### config.mk
export PLATFORM = sky130hd
export DESIGN_NAME = axis_packet_fifo
export DESIGN_NICKNAME = d
export VERILOG_FILES = /design/src/rtl/axis_packet_fifo.sv
export SDC_FILE = /design/constraint.sdc
export NUM_CORES = 1
export LEC_CHECK = 0
export ABC_AREA = 1
export BUFFER_PORTS_ARGS = -buffer_cell sky130_fd_sc_hd__buf_2
export CAP_MARGIN = 20
export CORE_ASPECT_RATIO = 0.7
export CORE_MARGIN = 2
export CORE_UTILIZATION = 50
export CTS_BUF_LIST = sky130_fd_sc_hd__clkbuf_16
export DETAILED_ROUTE_END_ITERATION = 10
export PLACE_DENSITY = 0.67
export SLEW_MARGIN = 20
export SYNTH_ARGS = -nofsm -noshare
export SYNTH_HDL_FRONTEND = slang
export SYNTH_SLANG_ARGS = --single-unit
### constraint.sdc
create_clock -name clk -period 5.3 [get_ports clk]
set_clock_uncertainty 0.15 [all_clocks]
set_input_delay 1.06 -clock clk [delete_from_list [all_inputs] [get_ports clk]]
set_output_delay 1.06 -clock clk [all_outputs]
set_load 0.01 [all_outputs]
### src/rtl/axis_packet_fifo.sv
// axis_packet_fifo: store-and-forward packet FIFO; overflowing packets are dropped whole, upstream never stalls.
module axis_packet_fifo #(
    parameter int DATA_WIDTH = 8,
    parameter int DEPTH      = 16,
    parameter int AW         = $clog2(DEPTH)
) (
    input  logic                  clk,
    input  logic                  rst_n,
    input  logic [DATA_WIDTH-1:0] s_tdata,
    input  logic                  s_tvalid,
    input  logic                  s_tlast,
    output logic [DATA_WIDTH-1:0] m_tdata,
    output logic                  m_tvalid,
    input  logic                  m_tready,
    output logic                  m_tlast,
    output logic                  drop_pulse,
    output logic [AW:0]           pkt_count
);
    typedef enum logic {ACCEPT, DROP} state_t;
    state_t state;
    logic [DATA_WIDTH:0] mem [DEPTH];
    logic [AW:0] wr_ptr, commit_ptr, rd_ptr, fill;
    logic full, wr_en, commit, rd_en, pop;
    // fill never exceeds DEPTH, so equality with DEPTH is an exact test on the wrapped difference
    assign fill     = wr_ptr - rd_ptr;
    assign full     = fill == {1'b1, {AW{1'b0}}};
    assign wr_en    = s_tvalid && state == ACCEPT && !full;
    assign commit   = wr_en && s_tlast;
    assign m_tvalid = rd_ptr != commit_ptr;
    assign {m_tlast, m_tdata} = mem[rd_ptr[AW-1:0]];
    assign rd_en    = m_tvalid && m_tready;
    assign pop      = rd_en && m_tlast;
    always_ff @(posedge clk)
        if (wr_en) mem[wr_ptr[AW-1:0]] <= {s_tlast, s_tdata};
    always_ff @(posedge clk or negedge rst_n) begin
        if (!rst_n) begin
            state      <= ACCEPT;
            wr_ptr     <= '0;
            commit_ptr <= '0;
            rd_ptr     <= '0;
            pkt_count  <= '0;
            drop_pulse <= 1'b0;
        end else begin
            drop_pulse <= 1'b0;
            if (s_tvalid && state == ACCEPT) begin
                if (!full) begin
                    wr_ptr <= wr_ptr + 1'b1;
                    if (s_tlast) commit_ptr <= wr_ptr + 1'b1;
                end else begin
                    wr_ptr     <= commit_ptr;
                    drop_pulse <= 1'b1;
                    state      <= s_tlast ? ACCEPT : DROP;
                end
            end else if (s_tvalid && s_tlast) begin
                state <= ACCEPT;
            end
            if (rd_en) rd_ptr <= rd_ptr + 1'b1;
            pkt_count <= pkt_count + (AW+1)'(commit) - (AW+1)'(pop);
        end
    end
endmodule

==> summary.md, run 1 <==
| Metric | Value |
|---|---|
| Cell with the most instances after synthesis | `edfxtp_1` |
| Number of nets in the layout | `between 600 and 700` |
| Slowest stage delay, CP | `0.70 ns` |
| Maximum Capacitance Violations | `0` |
| Count of flip-flops with a built-in enable after synthesis | `144` |
| Detailed-route DRC error count | `0` |
| Die Width | `around 150 µm` |
| Antenna Cells | `0` |
| DR vias | `approximately 4700` |
| Worst hold start | `pkt_count[0]$_DFF_PN0_` |
| Placer Congestion | `around 0.84` |
| Number of antenna violations at the first check in global routing | `0` |
| Distinct cell type count after synthesis | `33` |
| Post-synthesis to final-layout area growth | `12.38%` |
| Cell with the most instances on the worst path | `nand3_1` |
| Portion of the clock cycle consumed by the worst path in the final layout | `0.7262` |
| Static leakage | `between 0.002 and 0.003 µW` |
| Status | `complete, no violations` |
| Count of warnings emitted by yosys | `0` |
| Vias in the first global route | `roughly 4400` |
| Detailed-routed wire length on met2 | `between 7 and 8 mm` |
| Final count of hold timing violations | `0` |
| Maximum frequency from static timing analysis | `between 200 and 300 MHz` |
| Worst Hold Path Cells | `1` |
| Core Rows | `36` |
| Gr usage total | `0.2149` |
| Arrival time worst endpoint | `between 2 and 3 ns` |
| Total I/O pin count | `29` |
| Buffering stage count on the worst path with inverters included | `2` |
| Top_reg_cell synth | `edfxtp_1` |
| Vias per cell | `between 5 and 6` |
| Total of cells resized after clock tree synthesis | `0` |
| Die Footprint | `around 15000 µm²` |
| Sequential cell area fraction in the yosys report | `0.6783` |
| Cells after synthesis | `roughly 620` |
| Number of filler cells placed in the layout | `approximately 1100` |
| Required time worst endpoint | `a little over 4 ns` |
| Unrepaired setup endpoints after global routing | `no` |
| Final critical path time including I/O delays and setup | `slightly below 4 ns` |
| Wire length after detailed routing | `15.52 mm` |
| Power Density | `579.4 nW/µm²` |
| Root Buffer | `clkbuf_16` |
| Post-CTS Hold Fix Bufs | `0` |
| Synth top cells by count | `edfxtp_1 (144), nor2_1 (99), nand2_1 (92)` |
| Top-area cell type share of the netlist area | `0.6017` |
| First drt pass iteration count | `5` |
| Grt total ovfl | `0` |
| Startpoint-to-endpoint class of the critical path | `register to output pin` |
| Synth top area cells | `edfxtp_1 (60%), dfrtp_1 (7.7%), nor2_1 (5.2%), nand2_1 (4.8%), o21ai_0 (4.7%)` |
| Crit path launch type | `register` |
| Global-route wire length before repair | `around 25 mm` |
| Number of nets with antenna violations after detailed routing | `0` |
| Worst voltage drop across the vdd grid | `~0.35 mV` |
| Worst-Skew Late Latency | `0.42 ns` |
| Number of cells on the critical path | `6` |
| Setup Buffers After CTS | `0` |
| Cell count of the worst reg-to-reg path | `14` |
| Ordered list of cells on the worst path | `clkinv_2 > o21ai_0 > o211ai_1 > nand3_1 > nand3_1 > buf_2` |
| Crit-path max FO | `73` |
| Startpoint of the most critical setup path | `rd_ptr[0]$_DFFE_PN0P_` |
| M1 WL | `about 7.2 mm` |
| Tightest Pin Transition | `roughly 1.1 ns` |
| CTS H-Tree Depth | `4` |
| Setup-violating endpoint count in the final report | `0` |
| Slowest-stage cell, CP | `clkinv_2` |
| Post-Synthesis Net Count | `between 600 and 700` |
| Worst Setup End Kind | `output pin` |
| Number of DRC markers after the initial detailed-route iteration | `around 540` |
| Std-Cell Core Area | `approximately 14000 µm²` |
| Avg WL per Cell | `~18 µm` |
| Clock tree from TritonCTS | `yes` |
| Port bufs | `28` |
| Category of cells accounting for the largest share of critical-path delay | `buffers and inverters` |
| Slew HR | `0.2833` |
| Post-synthesis average cell area | `11.69 µm²` |
| Post-synth design cell area | `slightly above 7000 µm²` |
| Final HPWL from detailed placement | `9.306 mm` |
| Sum of internal, switching and leakage power | `4680 µW` |
| Cts bufs inserted | `17` |
| Setup TNS | `0 ns` |
| Met3 Wirelength | `about 1.1 mm` |
| Largest net degree at the start of global routing | `78` |
| Share of layout cells above drive strength 1 | `0.1319` |
| Share of flip-flops with an asynchronous set or reset after synthesis | `0.1325` |
| Number of sinks handled by clock tree synthesis | `around 170` |
| Height of the chip | `around 100 µm` |
| Initial standard-cell utilization of the core | `0.5147` |
| Origin of the critical flop-to-flop path | `rd_ptr[0]$_DFFE_PN0P_` |
| Top sig layer | `met4` |
| Final Max Slew Viols | `0` |
| Yosys reg bits | `around 170` |
| Path type of the worst min-delay path | `register to register` |
| Clock slew seen by the registers of the worst setup and hold paths | `0.06 ns` |
| Largest area contributor in the synthesized netlist | `edfxtp_1` |
| Maximum buffer depth of the clock tree | `2` |
[per-stage QoR]
step | hold slack, ns | instance area [µm²] | std cells | util | setup slack, ns
2_1_floorplan | 0.3329 | 7187 | 615 | - | 2.382
3_3_place_gp | 0.3387 | 7440 | 810 | 0.5328 | 1.941
3_5_place_dp | 0.3486 | 7440 | 810 | 0.5328 | 1.854
4_1_cts | 0.3616 | 8075 | 842 | 0.5783 | 1.439
5_1_grt | 0.3939 | 8077 | 842 | 0.5784 | 1.239
6_report | 0.3545 | 8077 | 842 | 0.5784 | 1.451
[routing by layer]
layer  track usage  vias up
met1        0.3137     2309
met5             0        -
met3       0.05219       21
met4       0.05769        0
met2        0.3254      158
li1              -     2214
[registers in the layout, summed over array words and instances (netlist names)]
signal and cells:
rd_ptr 5, state 1, commit_ptr 5, mem 144, drop_pulse 1, wr_ptr 5
pkt_count 5
[path summary, 6_finish.rpt]
kind,to,slack (ns)
min,pkt_count[0]$_DFF_PN0_,0.35
max,m_tdata[4],1.45
min in group asynchronous,commit_ptr[1]$_DFFE_PN0P_,0.44
max reg2reg,pkt_count[4]$_DFF_PN0_,1.88
min reg2reg,pkt_count[0]$_DFF_PN0_,0.35
max in group asynchronous,rd_ptr[0]$_DFFE_PN0P_,4.21
[layout make-up]
cell class                 count  area [µm²]  share of cell area
multi-input combinational    389        2022              0.2503
clock inverter                15       210.2             0.02603
inverter                      31       120.1             0.01487
tap                          190       237.7             0.02943
timing repair buffer          34       185.2             0.02293
clock buffer                  17       425.4             0.05267
sequential                   166        4876              0.6037
[where the power goes]
part	total, µW	switching [µW]	leakage (µW)	internal (µW)
registers	1710	94.4	0.00158	1610
clock network	1310	482	0.000307	830
logic	1660	1130	0.00111	533
total	4680	1700	0.00299	2980
[cell usage in the layout (no fill, tap or decap), drive strengths merged]
master / n
edfxtp: 144
nor2: 105
nand2: 97
o21ai: 68
nand3: 44
buf: 34
inv: 29
dfrtp: 22
clkbuf: 17
o211ai: 16
o22ai: 16
ha: 14
xor2: 11
clkinv: 10
nand4: 6
bufinv: 5
xnor2: 4
a21oi: 4
nor3: 3
clkinvlp: 2
fa: 1
[kinds of logic (layout without fill, tap and decap cells)]
family	count (synthesis)	after routing	synth area share
flops	166	166	0.6783
compound gates	104	104	0.08130
fa+ha+maj	15	15	0.02716
simple gates	255	255	0.1546
buf+inv	60	97	0.04039
xor+xnor	15	15	0.01828
Note: power is estimated with default switching activity, not from simulation.
==> run 2, diff against run 1 <==
- ABC_AREA: 1 -> 0
- PLACE_DENSITY: 0.67 -> 0.69
- clock period: 5.3 -> 3.2 ns (I/O delays scaled with it)
==> summary.md, run 2 <==
| Metric | Value |
|---|---|
| Arrival time worst endpoint | `around 2.3 ns` |
| Sequential cell area fraction in the yosys report | `0.6812` |
| Initial standard-cell utilization of the core | `0.5125` |
| Number of sinks handled by clock tree synthesis | `166` |
| Vias in the first global route | `roughly 3800` |
| Maximum frequency from static timing analysis | `326.4 MHz` |
| Cells after synthesis | `slightly above 400` |
| Total instance count after detailed placement | `roughly 630` |
| Number of nets in the layout | `about 490` |
| Reg2reg setup slack | `0.14 ns` |
| Worst Setup End Kind | `output pin` |
| Number of nets with antenna violations after detailed routing | `0` |
| Top_reg_cell synth | `edfxtp_1` |
| Wire length after detailed routing | `approximately 14 mm` |
| Core Rows | `36` |
| Post-synth design cell area | `about 7000 µm²` |
| Clock tree from TritonCTS | `yes` |
| Std-Cell Core Area | `between 10000 and 15000 µm²` |
| Root Buffer | `clkbuf_16` |
| Status | `complete, no violations` |
| FF/Latch Area | `4876 µm²` |
| Startpoint-to-endpoint class of the critical path | `register to output pin` |
| Placer Congestion | `0.7817` |
| Power Density | `965.3 nW/µm²` |
| Yosys reg bits | `roughly 170` |
| Most frequent cells in the layout | `edfxtp_1 (144), nand2_1 (47), mux4_2 (36), buf_2 (28), buf_4 (25)` |
| Static leakage | `around 0.003 µW` |
| Most frequent standard cell in the layout excluding fill and tap cells | `edfxtp_1` |
| Post-Synthesis Net Count | `434` |
| Final count of hold timing violations | `0` |
| Grt total ovfl | `0` |
| Synth top cells by count | `edfxtp_1 (144), nand2_1 (47), mux4_2 (36)` |
| Part of the total power dissipated in combinational logic | `0.396` |
| Required time worst endpoint | `2.41 ns` |
| Portion of the clock cycle consumed by the worst path in the final layout | `0.9575` |
| First drt pass iteration count | `4` |
| Synth top area cells | `edfxtp_1 (60%), mux4_2 (11%), dfrtp_1 (7.7%), nand2_1 (2.5%), ha_1 (2.4%)` |
| Largest net degree at the start of global routing | `25` |
| Final Max Slew Viols | `0` |
| Share of total power consumed by net switching | `0.3390` |
| Number of filler cells placed in the layout | `between 1000 and 1500` |
| Die Width | `around 150 µm` |
| Origin of the critical flop-to-flop path | `rd_ptr[0]$_DFFE_PN0P_` |
| Area of combinational cells with multiple inputs | `2146 µm²` |
| Gr usage total | `0.1985` |
| Cell count of the worst reg-to-reg path | `11` |
| Clock network fraction of design power | `0.244` |
| Vias per cell | `5.633` |
| Maximum Capacitance Violations | `0` |
| Cell with the most instances after synthesis | `edfxtp_1` |
| Portion of total power attributed to sequential cells | `0.360` |
| Largest area contributor in the synthesized netlist | `edfxtp_1` |
| Final critical path time including I/O delays and setup | `roughly 3.1 ns` |
| Final HPWL from detailed placement | `between 9 and 10 mm` |
| Distinct cell type count after synthesis | `a little over 50` |
| Count of flip-flops with a built-in enable after synthesis | `144` |
| Total I/O pin count | `29` |
| Final Non-Filler Cells | `about 660` |
| Tightest Pin Transition | `~0.62 ns` |
| Power dissipated by switching net loads | `between 2000 and 3000 µW` |
| Hold WS | `~0.024 ns` |
| Setup-violating endpoint count in the final report | `0` |
| Maximum buffer depth of the clock tree | `2` |
| Slew HR | `0.5857` |
| Clock slew seen by the registers of the worst setup and hold paths | `0.06 ns` |
| Die Footprint | `15300 µm²` |
| Crit-path max FO | `9` |
| Unrepaired setup endpoints after global routing | `yes` |
| Share of flip-flops with an asynchronous set or reset after synthesis | `0.1325` |
| Crit path launch type | `register` |
| Avg WL per Cell | `around 21 µm` |
| DR vias | `between 3000 and 4000` |
| Share of layout cells above drive strength 1 | `0.3072` |
| Cts bufs inserted | `17` |
| Cell Int Power | `roughly 5300 µW` |
| Count of warnings emitted by yosys | `0` |
| Endpoint of the most critical register-to-register path | `pkt_count[4]$_DFF_PN0_` |
| Post-synthesis average cell area | `between 15 and 20 µm²` |
| Global-route wire length before repair | `around 22 mm` |
| Port bufs | `28` |
| Worst-Skew Late Latency | `~0.43 ns` |
| Number of flip-flops under the largest register name | `roughly 140` |
| Post-CTS Hold Fix Bufs | `0` |
| Height of the chip | `between 100 and 150 µm` |
| Antenna Cells | `0` |
| Sum of internal, switching and leakage power | `7945 µW` |
| Setup TNS | `0 ns` |
| Detailed-route DRC error count | `0` |
| Number of antenna violations at the first check in global routing | `0` |
| Post-synthesis to final-layout area growth | `15.02%` |
| Worst voltage drop across the vdd grid | `0.4353 mV` |
| Top-area cell type share of the netlist area | `0.6043` |
| Number of DRC markers after the initial detailed-route iteration | `400` |
| CTS H-Tree Depth | `4` |
| Path type of the worst min-delay path | `primary input to asynchronous set/reset pin` |
==> run 2: cell count changes after synthesis, sizes merged, moves of 5 or more <==
cell    before  now
o211ai      16    3
clkbuf       9    4
o22ai       16    0
o21ai       68    1
nand2       97   47
and3         0    9
xnor2        4    9
nor2       105    5
a31oi        0   10
mux4         0   36
and4         0   12
nand3       44    5
inv         30   13
mux2         0    6
==> run 2: logic make-up (layout without fill, tap and decap cells) <==
logic type | Yosys count | in the layout | synth area share
compound gates | 30 | 30 | 0.03794
buf+inv | 33 | 99 | 0.02273
simple gates | 99 | 99 | 0.07554
xor+xnor | 18 | 18 | 0.02571
flops | 166 | 166 | 0.6812
fa+ha+maj | 15 | 15 | 0.02728
mux | 45 | 45 | 0.1296
==> run 2: critical path: stages, from the launching register on <==
cell and delay (ns):
dfrtp_2 0.52, buf_6 0.22, mux4_2 0.53, nand2_1 0.08, and3_1 0.23, a31oi_1 0.09, buf_2 0.17
==> run 2: timing repair <==
action,4_1_cts,5_1_grt
endpoints found under the setup margin,8,6
buffers inserted,2,0
gates resized for setup,2,3
==> run 2: area by class of cell <==
cell class | count | area share
clock buffers | 17 | 0.05169
clock inverters | 14 | 0.01672
inverters | 13 | 0.005929
multi-input cells | 207 | 0.2607
flip-flops and latches | 166 | 0.5924
well taps | 190 | 0.02888
repair buffers | 55 | 0.04363
==> run 2: how the worst max path moves through the flow <==
stage,start,endpoint,slack [ns],depth (start not counted)
2_1_floorplan,rd_ptr[3]$_DFFE_PN0P_,mem[12][0]$_DFFE_PP_,-0.16,8
3_3_place_gp,rd_ptr[0]$_DFFE_PN0P_,pkt_count[4]$_DFF_PN0_,0.17,11
3_5_place_dp,rd_ptr[0]$_DFFE_PN0P_,pkt_count[4]$_DFF_PN0_,0.11,11
4_1_cts,rd_ptr[0]$_DFFE_PN0P_,m_tdata[3],0.06,6
5_1_grt,rd_ptr[0]$_DFFE_PN0P_,pkt_count[4]$_DFF_PN0_,-0.004,11
6_report,rd_ptr[0]$_DFFE_PN0P_,m_tdata[3],0.14,6
==> run 2: metrics by stage <==
step	area [µm²]	setup WS, ns	utilization
finish	8230	0.1361	0.5894
detailed placement	7632	0.1137	0.5466
global route	8230	-0.003601	0.5894
global placement	7632	0.1748	0.5466
CTS	8218	0.05983	0.5885
floorplan	7169	-0.1641	-
==> run 2: routing by layer <==
| metal | global-route usage | part of all wire |
|---|---|---|
| met5 | 0 | 0 |
| met4 | 0.05151 | 0.0075 |
| met3 | 0.04868 | 0.064 |
| met2 | 0.2867 | 0.45 |
| met1 | 0.3056 | 0.48 |
==> run 2: power groups by stage <==
stage	clock network [µW]	registers [µW]	logic (µW)
floorplan	0	2850	2220
global placement	0	2890	3040
detailed placement	0	2900	3100
CTS	1960	2860	3150
global route	2050	2890	3450
finish	1940	2860	3150
